File: config.mk
export PLATFORM = sky130hd
export DESIGN_NAME = fmul_iter
export DESIGN_NICKNAME = d
export VERILOG_FILES = /design/src/rtl/fp_pkg.sv /design/src/rtl/mcycle_shiftadd.sv /design/src/rtl/fmul_iter.sv
export SDC_FILE = /design/constraint.sdc
export NUM_CORES = 1
export LEC_CHECK = 0
export ABC_AREA = 1
export CAP_MARGIN = 30
export CORE_UTILIZATION = 45
export CTS_CLUSTER_SIZE = 25
export DETAILED_ROUTE_END_ITERATION = 10
export DONT_BUFFER_PORTS = 1
export PLACE_DENSITY = 0.57
export SYNTH_ARGS = -nofsm -noshare
export SYNTH_HDL_FRONTEND = slang
export SYNTH_SLANG_ARGS = --single-unit
export TNS_END_PERCENT = 20
File: constraint.sdc
create_clock -name CLK -period 4.6 [get_ports CLK]
set_clock_uncertainty 0.15 [all_clocks]
set_input_delay 0.92 -clock CLK [delete_from_list [all_inputs] [get_ports CLK]]
set_output_delay 0.92 -clock CLK [all_outputs]
set_load 0.005 [all_outputs]
File: src/rtl/fp_pkg.sv
// Shared types and constants for the iterative floating-point multiplier.
package fp_pkg;

  typedef enum logic [2:0] {IDLE, SPECIAL, MUL, NORM, DONE} state_t;

  typedef enum logic [2:0] {ZERO, NORMAL, INF, QNAN, SNAN} fclass_t;

  // Bit positions inside Flags = {invalid, overflow, underflow, inexact}
  localparam int FLG_NV = 3;
  localparam int FLG_OF = 2;
  localparam int FLG_UF = 1;
  localparam int FLG_NX = 0;

  function automatic int bias(input int exp_w);
    return (1 << (exp_w - 1)) - 1;
  endfunction

  // Canonical quiet NaN: sign 0, exponent all ones, only the fraction MSB set
  function automatic logic [63:0] canon_qnan(input int exp_w, input int man_w);
    logic [63:0] q;
    q = '0;
    for (int i = 0; i < exp_w; i++) q[man_w + i] = 1'b1;
    q[man_w - 1] = 1'b1;
    return q;
  endfunction

endpackage

File: src/rtl/mcycle_shiftadd.sv
// Iterative unsigned multiplier retiring STEP multiplier bits per enabled cycle.
// The multiplier sits in the low half of the accumulator and shifts out as
// partial products are added into the high half.
module mcycle_shiftadd #(
  parameter int WIDTH = 24,
  parameter int STEP  = 1
) (
  input  logic               clk,
  input  logic               rst_n,
  input  logic               load,
  input  logic               en,
  input  logic [WIDTH-1:0]   a,
  input  logic [WIDTH-1:0]   b,
  output logic [2*WIDTH-1:0] product,
  output logic               last
);
  localparam int ITER = (WIDTH + STEP - 1) / STEP;
  localparam int NB   = ITER * STEP;
  localparam int CW   = $clog2(ITER + 1);

  logic [WIDTH-1:0]      a_q;
  logic [WIDTH+NB-1:0]   acc;
  logic [CW-1:0]         cnt;
  logic [WIDTH+STEP-1:0] pp;
  logic [WIDTH+STEP-1:0] sum;

  // Partial product of the multiplicand with the next STEP multiplier bits
  always_comb begin
    pp  = {{STEP{1'b0}}, a_q} * {{WIDTH{1'b0}}, acc[STEP-1:0]};
    sum = {{STEP{1'b0}}, acc[WIDTH+NB-1:NB]} + pp;
  end

  assign last    = (cnt == CW'(ITER - 1));
  assign product = acc[2*WIDTH-1:0];

  // Accumulator and iteration counter; counter wraps after the last step
  always_ff @(posedge clk or negedge rst_n) begin
    if (!rst_n) begin
      a_q <= '0;
      acc <= '0;
      cnt <= '0;
    end else if (load) begin
      a_q <= a;
      acc <= {{WIDTH{1'b0}}, NB'(b)};
      cnt <= '0;
    end else if (en) begin
      acc <= {sum, acc[NB-1:STEP]};
      cnt <= last ? '0 : cnt + 1'b1;
    end
  end

endmodule

File: src/rtl/fmul_iter.sv
// Iterative floating-point multiplier with FTZ, RNE/RTZ rounding, exception
// flags and a destination tag carried to writeback.
//
//   state   | meaning
//   IDLE    | waiting for Start
//   SPECIAL | zero/Inf/NaN operand, result resolved without multiplying
//   MUL     | shift-add significand product, STEP bits per cycle
//   NORM    | normalise, round, range check
//   DONE    | hand result to outputs; a new Start is accepted here
module fmul_iter
  import fp_pkg::*;
#(
  parameter int EXP_W = 8,
  parameter int MAN_W = 23,
  parameter int STEP  = 1,
  parameter int TAG_W = 4
) (
  input  logic                 CLK,
  input  logic                 Reset_n,
  input  logic                 Start,
  input  logic                 RoundMode,
  input  logic [EXP_W+MAN_W:0] Operand1,
  input  logic [EXP_W+MAN_W:0] Operand2,
  input  logic [TAG_W-1:0]     WA3,
  output logic [EXP_W+MAN_W:0] Result,
  output logic [3:0]           Flags,
  output logic                 Busy,
  output logic                 Done,
  output logic [TAG_W-1:0]     FMULWA3
);
  localparam int W    = EXP_W + MAN_W + 1;
  localparam int PW   = 2 * MAN_W + 2;
  localparam int XW   = EXP_W + 2;
  localparam int BIAS = bias(EXP_W);
  localparam logic [W-1:0]  QNAN_VAL = W'(canon_qnan(EXP_W, MAN_W));
  localparam logic [XW-1:0] EXP_OVF  = XW'((1 << EXP_W) - 1);

  state_t state, state_nx;
  logic   load, step_en, last, special_in;
  logic [W-1:0]     op1_q, op2_q, res_q;
  logic [3:0]       flg_q;
  logic             rm_q;
  logic [TAG_W-1:0] tag_q;
  logic [PW-1:0]    prod;

  fclass_t c1, c2;
  logic          sign_p;
  logic [W-1:0]  spec_res, norm_res;
  logic [3:0]    spec_flg, norm_flg;
  logic [PW-2:0] prod_n;
  logic [MAN_W-1:0] frac_t;
  logic [MAN_W:0]   frac_r;
  logic          guard, sticky, rnd_inc, ovf, unf;
  logic [XW-1:0] exp_raw, exp_r;

  function automatic fclass_t classify(input logic [W-1:0] op);
    fclass_t c;
    if (op[W-2:MAN_W] == '0)      c = ZERO;
    else if (op[W-2:MAN_W] != '1) c = NORMAL;
    else if (op[MAN_W-1:0] == '0) c = INF;
    else if (op[MAN_W-1])         c = QNAN;
    else                          c = SNAN;
    return c;
  endfunction

  assign special_in = (classify(Operand1) != NORMAL) || (classify(Operand2) != NORMAL);
  assign Busy       = (state == SPECIAL) || (state == MUL) || (state == NORM);

  mcycle_shiftadd #(.WIDTH(MAN_W + 1), .STEP(STEP)) u_mul (
    .clk     (CLK),
    .rst_n   (Reset_n),
    .load    (load),
    .en      (step_en),
    .a       ({1'b1, Operand1[MAN_W-1:0]}),
    .b       ({1'b1, Operand2[MAN_W-1:0]}),
    .product (prod),
    .last    (last)
  );

  // State register
  always_ff @(posedge CLK or negedge Reset_n) begin
    if (!Reset_n) state <= IDLE;
    else          state <= state_nx;
  end

  // Next state and multiplier control
  always_comb begin
    state_nx = state;
    load     = 1'b0;
    step_en  = 1'b0;
    case (state)
      IDLE, DONE: begin
        state_nx = IDLE;
        if (Start) begin
          load     = 1'b1;
          state_nx = special_in ? SPECIAL : MUL;
        end
      end
      SPECIAL: state_nx = DONE;
      MUL: begin
        step_en = 1'b1;
        if (last) state_nx = NORM;
      end
      NORM:    state_nx = DONE;
      default: state_nx = IDLE;
    endcase
  end

  // Special-operand result from the latched operands
  always_comb begin
    c1       = classify(op1_q);
    c2       = classify(op2_q);
    sign_p   = op1_q[W-1] ^ op2_q[W-1];
    spec_res = {sign_p, {(W-1){1'b0}}};
    spec_flg = '0;
    if (c1 == QNAN || c1 == SNAN || c2 == QNAN || c2 == SNAN) begin
      spec_res         = QNAN_VAL;
      spec_flg[FLG_NV] = (c1 == SNAN) || (c2 == SNAN);
    end else if ((c1 == INF && c2 == ZERO) || (c1 == ZERO && c2 == INF)) begin
      spec_res         = QNAN_VAL;
      spec_flg[FLG_NV] = 1'b1;
    end else if (c1 == INF || c2 == INF) begin
      spec_res = {sign_p, {EXP_W{1'b1}}, {MAN_W{1'b0}}};
    end
  end

  // Normalise, round and range-check the significand product
  always_comb begin
    prod_n  = prod[PW-1] ? prod[PW-2:0] : {prod[PW-3:0], 1'b0};
    frac_t  = prod_n[PW-2:MAN_W+1];
    guard   = prod_n[MAN_W];
    sticky  = |prod_n[MAN_W-1:0];
    exp_raw = {2'b00, op1_q[W-2:MAN_W]} + {2'b00, op2_q[W-2:MAN_W]}
            - XW'(BIAS) + XW'(prod[PW-1]);
    rnd_inc = !rm_q && guard && (sticky || frac_t[0]);
    frac_r  = {1'b0, frac_t} + {{MAN_W{1'b0}}, rnd_inc};
    exp_r   = exp_raw + XW'(frac_r[MAN_W]);
    ovf     = !exp_r[XW-1] && (exp_r >= EXP_OVF);
    unf     = exp_r[XW-1] || (exp_r == '0);
    norm_res = {sign_p, exp_r[EXP_W-1:0], frac_r[MAN_W-1:0]};
    norm_flg = '0;
    norm_flg[FLG_NX] = guard | sticky;
    if (ovf) begin
      norm_res = rm_q ? {sign_p, {(EXP_W-1){1'b1}}, 1'b0, {MAN_W{1'b1}}}
                      : {sign_p, {EXP_W{1'b1}}, {MAN_W{1'b0}}};
      norm_flg[FLG_OF] = 1'b1;
      norm_flg[FLG_NX] = 1'b1;
    end else if (unf) begin
      norm_res = {sign_p, {(W-1){1'b0}}};
      norm_flg[FLG_UF] = 1'b1;
      norm_flg[FLG_NX] = 1'b1;
    end
  end

  // Operand capture, pending result, and output registers updated at DONE
  always_ff @(posedge CLK or negedge Reset_n) begin
    if (!Reset_n) begin
      op1_q   <= '0;
      op2_q   <= '0;
      rm_q    <= 1'b0;
      tag_q   <= '0;
      res_q   <= '0;
      flg_q   <= '0;
      Result  <= '0;
      Flags   <= '0;
      Done    <= 1'b0;
      FMULWA3 <= '0;
    end else begin
      if (load) begin
        op1_q <= Operand1;
        op2_q <= Operand2;
        rm_q  <= RoundMode;
        tag_q <= WA3;
        flg_q <= '0;
      end
      if (state == SPECIAL) begin
        res_q <= spec_res;
        flg_q <= spec_flg;
      end
      if (state == NORM) begin
        res_q <= norm_res;
        flg_q <= norm_flg;
      end
      Done <= (state == DONE);
      if (state == DONE) begin
        Result  <= res_q;
        Flags   <= flg_q;
        FMULWA3 <= tag_q;
      end
    end
  end

endmodule

Word-level counts from Yosys, hierarchy flattened
Cells that the tools add are included.
- flip-flop bits (word level): 226
- output and inout port bits: 42
- word-level logic and storage cells: 125
- $add $sub $neg: 7
- multiply operators: 1
- order comparisons: 1
- eq/ne operators: 18
- muxes and demuxes: 46
- bitwise gates (word level): 2
- reduce and logical (&&, ||, !) cells: 36
- operators by type and width (kind ; number):
    $mux W32 ; 4
    $mux W48 ; 2
    $mux W31 ; 3
    $logic_not A23 Y1 ; 4
    $mux W3 ; 17
    $mux W47 ; 1
    $logic_not A8 Y1 ; 4
    $ne A8 B8 Y1 const B ; 4
    $add A24 B25 Y25 ; 1
    $mul A24 B1 Y25 ; 1
    $add A23 B1 Y24 ; 1
    $mux W24 ; 1
    $reduce_or A23 Y1 ; 1
    $add A10 B1 Y10 ; 2
    $eq A3 B2 Y1 const B ; 6
    $mux W5 ; 3
    $mux W4 ; 3
    $logic_or A1 B1 Y1 ; 11
    $ge A10 B8 Y1 const B ; 1
    $logic_not A10 Y1 ; 1
    $sub A9 B7 Y10 const B ; 1
    $add A8 B8 Y9 ; 1
    $eq A3 B3 Y1 const B ; 3
    $logic_not A3 Y1 ; 3
    other kinds (15) ; 32

Depth between registers and ports, before layout
- depth in word-level cells: 11
- mapped depth: 32

Cells and area by module
A second synthesis with hierarchy kept.
- cell total of the unflattened synthesis: 1841
- area total of the unflattened synthesis: 13140.1 µm²
- modules (own cells, without submodules) (module ; instances ; cells an instance ; area each (µm²) ; seq. area each (µm²)):
    fmul_iter ; 1 ; 1114 ; 8137.8 ; 3728.6
    mcycle_shiftadd ; 1 ; 727 ; 5002.3 ; 1926.8

Least setup slack after synthesis
Ideal clock, no wire load.
- path type: register to register
- start: reg u_mul.acc[47], in the netlist u_mul.product[47]
- end: reg res_q[17]
- library setup time: 0.129 ns
- data arrival time: 3.724 ns
- data required time: 4.321 ns
- slack: 0.597 ns
- stages on the path, launching flop included: 29
- path buffers: 3
- path through: dfrtp_1 -> buf_6 -> buf_12 -> nand2_1 -> o21ai_2 -> nor2_2 -> nand2_2 -> nor2_8 -> nand3b_4 -> nor3_1 -> nand4_1 -> ha_1 -> inv_1 -> fa_1 -> inv_1 -> fa_1 -> inv_1 -> nand2_1 -> nor2_1 -> nand3_1 -> nor2_1 -> nand3_1 -> nand2_1 -> nand3_1 -> nand2_1 -> inv_1 -> buf_2 -> nand2_1 -> o21ai_2
- cells in the longest elaborated chain, start to end: 11
- elaborated cells on any way between the ends: 16
- those cells by class: add/sub (3); order compare (1); mux (4); reduce/logical (8)
- RTL lines (element ; RTL line ; source):
    from (decl) ; mcycle_shiftadd.sv:22 ; logic [WIDTH+NB-1:0] acc;
    from (signal assigned) ; mcycle_shiftadd.sv:44 ; acc <= {{WIDTH{1'b0}}, NB'(b)};
    from (signal assigned) ; mcycle_shiftadd.sv:47 ; acc <= {sum, acc[NB-1:STEP]};
    parallel branches: the longest is 9 deep, another holds $add A23 B1 Y24 ; - ;
    $mux W31 (*) ; fmul_iter.sv:143 ; if (ovf) begin
    $mux W32 (*) ; fmul_iter.sv:180 ; if (state == NORM) begin
    to (signal assigned) ; fmul_iter.sv:177 ; res_q <= spec_res;
    to (signal assigned) ; fmul_iter.sv:181 ; res_q <= norm_res;
    to (decl) ; fmul_iter.sv:40 ; logic [W-1:0] op1_q, op2_q, res_q;
Mark *: on every way between the ends.
A chain may end at the register's enable or synchronous reset.

Worst setup path after layout
- start: reg u_mul.acc[47], in the netlist u_mul.product[47]
- end: reg res_q[15]
Same word-level chain as after synthesis.

==> flow_metrics.env <==
export IMPL_die_x_um=162
export IMPL_result_of_the_run="finished, violations left"
export IMPL_finished_cell_area_mm2=0.0130
export IMPL_critical_path_top_cell_by_count="sky130_fd_sc_hd__nand2_2"
export IMPL_tritoncts_num_buffers=24
export IMPL_synthesis_yosys_warnings=0
export IMPL_cp_slowest_cell="sky130_fd_sc_hd__dfrtp_2"
export IMPL_max_slew_worst_pin_slew_ns=0.970
export IMPL_tritoncts_sink_count=203
export IMPL_seq_area_frac_synth=0.441
export IMPL_grt_max_degree=204
export IMPL_hp_class="in2async"
export IMPL_failed_checks="negative hold slack"
export IMPL_final_max_slew_viol_count=0
export IMPL_fmax_mhz=226
export IMPL_initial_cell_density_of_the_core=0.458
export IMPL_drt_iter0_drcs=661
export IMPL_dpl_cell_area_mm2=0.0119
export IMPL_wirelength_um=28400
export IMPL_hold_viol_final=174
export IMPL_cts_max_level=1
export IMPL_overflow=0
export IMPL_synth_most_common_cell="sky130_fd_sc_hd__nand2_1"
export IMPL_placementRows=58
export IMPL_synth_edf_count=0
export IMPL_insertedDiodeCount=0
export IMPL_ctsLongestPathBuffers=3
export IMPL_crit_path_max_fanout=8
export IMPL_layout_drive_gt1_share=0.109
export IMPL_clkSlewWorstSetupHoldPaths_ns=0.06
export IMPL_finalCriticalPeriod_ns=4.42
export IMPL_synthFlopType="sky130_fd_sc_hd__dfrtp_1"
export IMPL_post_synth_most_frequent_cells="sky130_fd_sc_hd__nand2_1 (447), sky130_fd_sc_hd__inv_1 (229), sky130_fd_sc_hd__dfrtp_1 (203)"
export IMPL_irDropWorstVdd_v=0.000337
export IMPL_drc_errors=0
export IMPL_core_area_mm2=0.0252
export IMPL_area_delta_synth_final_pct=13.0
export IMPL_rsz0062_at_grt="yes"
export IMPL_maxCapViolCount=0
export IMPL_synth_largest_area_cell="sky130_fd_sc_hd__dfrtp_1"
export IMPL_post_synth_top_area_fraction=0.441
export IMPL_first_pass_grt_wire_length_um=46700
export IMPL_finalSetupViolCount=0
export IMPL_die_area_mm2=0.0263
export IMPL_cp_slowest_stage_delay_ns=0.51
export IMPL_hpwlAfterDp_um=20400
export IMPL_critical_path_required_ns=4.81
export IMPL_mapped_cell_area_mm2=0.0115
export IMPL_grt_total_usage=0.220
export IMPL_netlist_instances=1512
export IMPL_postSynth_asyncResetShare=1.00
export IMPL_wl_per_cell_um=15.1
export IMPL_port_buffers=0
export IMPL_ioPinCount=114
export IMPL_insertion_delay_ns=0.52
export IMPL_report_power_total_uw=9160
export IMPL_clock_tree_root_cell="sky130_fd_sc_hd__clkbuf_16"
export IMPL_synth_seq_cells=203
export IMPL_synth_avg_cell_area_um2=7.62
export IMPL_number_of_antenna_violations_at_the_first_check_in_global_routing=0
export IMPL_numPlacedInstances=1812
export IMPL_dr_total_vias=9585
export IMPL_avgViaCountPerCell=5.09
export IMPL_final_period_utilization=0.960
export IMPL_critical_path_startpoint_type="flip-flop"
export IMPL_wp_data_arrival_ns=4.63
export IMPL_power_density_cell_area_mw_per_mm2=703
export IMPL_power_leakage_uw=0.00668
export IMPL_design_final_nets=1650
export IMPL_post_synth_main_area_contributors="sky130_fd_sc_hd__dfrtp_1 (44%), sky130_fd_sc_hd__nand2_1 (15%), sky130_fd_sc_hd__inv_1 (7.5%), sky130_fd_sc_hd__o21ai_0 (6.2%), sky130_fd_sc_hd__ha_1 (4.5%)"
export IMPL_final_core_util=0.517
export IMPL_critPathCaptureType="flip-flop"
export IMPL_antenna_left=0
export IMPL_grt_pass1_vias=9113
export IMPL_instances_no_fill=1882
export IMPL_synthesis_nets=1628
export IMPL_hold_slack_ns=-0.0526
export IMPL_number_of_search_and_repair_iterations_in_the_first_detailed_routing_pass=5
export IMPL_chipHeight_um=162
export IMPL_cts_tree="yes"
export IMPL_netlist_cell_type_count=53
export IMPL_rd_place_congestion=0.917
export IMPL_critPathKind="reg2reg"
export IMPL_maxSlewHeadroom=0.352
## kinds of logic after synthesis
family / after synthesis / share of synthesized area
compound gates: 284 / 0.146
xor+xnor: 18 / 0.0137
fa+ha+maj: 44 / 0.0497
buf+inv: 290 / 0.0994
flops: 203 / 0.441
simple gates: 673 / 0.251
## state kept, by name (all words and copies together), names as in the netlist, 3 cells and up
signal and cells:
u_mul.product 48, Result 32, op1_q 32, op2_q 32, res_q 32, u_mul.cnt 5, FMULWA3 4, Flags 4
flg_q 4, tag_q 4, state 3
## cell usage in the layout (no fill, tap or decap), drive strengths merged, types with 5 or more instances in the layout
| cell type | count |
|---|---|
| nand3 | 55 |
| nor2 | 96 |
| nor3 | 18 |
| clkbuf | 38 |
| nand3b | 5 |
| ha | 41 |
| xor2 | 15 |
| o22ai | 6 |
| o21bai | 5 |
| o211ai | 5 |
| a21oi | 42 |
| nor4 | 8 |
| nand4 | 31 |
| nand2 | 455 |
| clkinvlp | 8 |
| o221ai | 23 |
| o21ai | 186 |
| clkinv | 8 |
| buf | 41 |
| dfrtp | 203 |
| inv | 235 |
## area by class of cell
class	instances	area [µm²]
timing repair inverter	4	30.0
tap	330	413
multi-input combinational	1019	5410
inverter	240	913
clock inverter	7	43.8
sequential	203	5080
clock buffer	37	761
timing repair buffer	42	377
fill	2479	12200
## stage by stage
| step | hold slack, ns | TNS, ns | worst slack [ns] |
|---|---|---|---|
| floorplan | 0.290 | 0 | 0.597 |
| global placement | 0.304 | 0 | 0.108 |
| detailed placement | 0.320 | 0 | 0.0460 |
| CTS | -0.0786 | 0 | 0.0467 |
| global route | -0.0800 | -1.35 | -0.110 |
| finish | -0.0526 | 0 | 0.182 |
## final timing paths
check,startpoint,to,slack (ns),depth (start not counted)
worst max register to register,u_mul.product[47]$_DFFE_PN0P_,res_q[15]$_DFFE_PN0P_,0.18,28
worst max-delay path,u_mul.product[47]$_DFFE_PN0P_,res_q[15]$_DFFE_PN0P_,0.18,28
worst min-delay path,Reset_n,Result[30]$_DFFE_PN0P_,-0.05,0
max in group asynchronous,Reset_n,u_mul.product[37]$_DFFE_PN0P_,4.11,0
worst min register to register,u_mul.a_q[23]$_DFFE_PN0P_,u_mul.a_q[23]$_DFFE_PN0P_,0.33,1
min in group CLK,u_mul.a_q[23]$_DFFE_PN0P_,u_mul.a_q[23]$_DFFE_PN0P_,0.33,1
## power by group
| part | switching (µW) | leakage [µW] | total [µW] | internal, µW |
|---|---|---|---|---|
| Sequential | 484 | 0.00261 | 3020 | 2540 |
| Clock | 748 | 0.000396 | 1880 | 1140 |
| Combinational | 2750 | 0.00368 | 4250 | 1500 |
| Total | 3980 | 0.00668 | 9160 | 5180 |
## repair_timing
item,4_1_cts,5_1_grt
buffers inserted,0,21
setup endpoints to repair,0,31
gates resized for setup,0,50
endpoints found under the hold margin,203,203
## per-layer routing
metal / GRT usage / part of all wire
met1: 0.320 / 0.50
met2: 0.348 / 0.44
met4: 0.0459 / 0.017
met3: 0.0299 / 0.045
met5: 0 / 0
## critical path, delay by kind of cell, from the launching register on
kind	cells	cell delay, ns
adder cells (fa/ha/maj)	3	0.93
AND/OR/NAND/NOR	17	1.76
buffers and inverters	6	0.68
AO/OA/AOI/OAI	2	0.23
flip-flops	1	0.51
No activity file was read; power rests on OpenSTA's default activity.
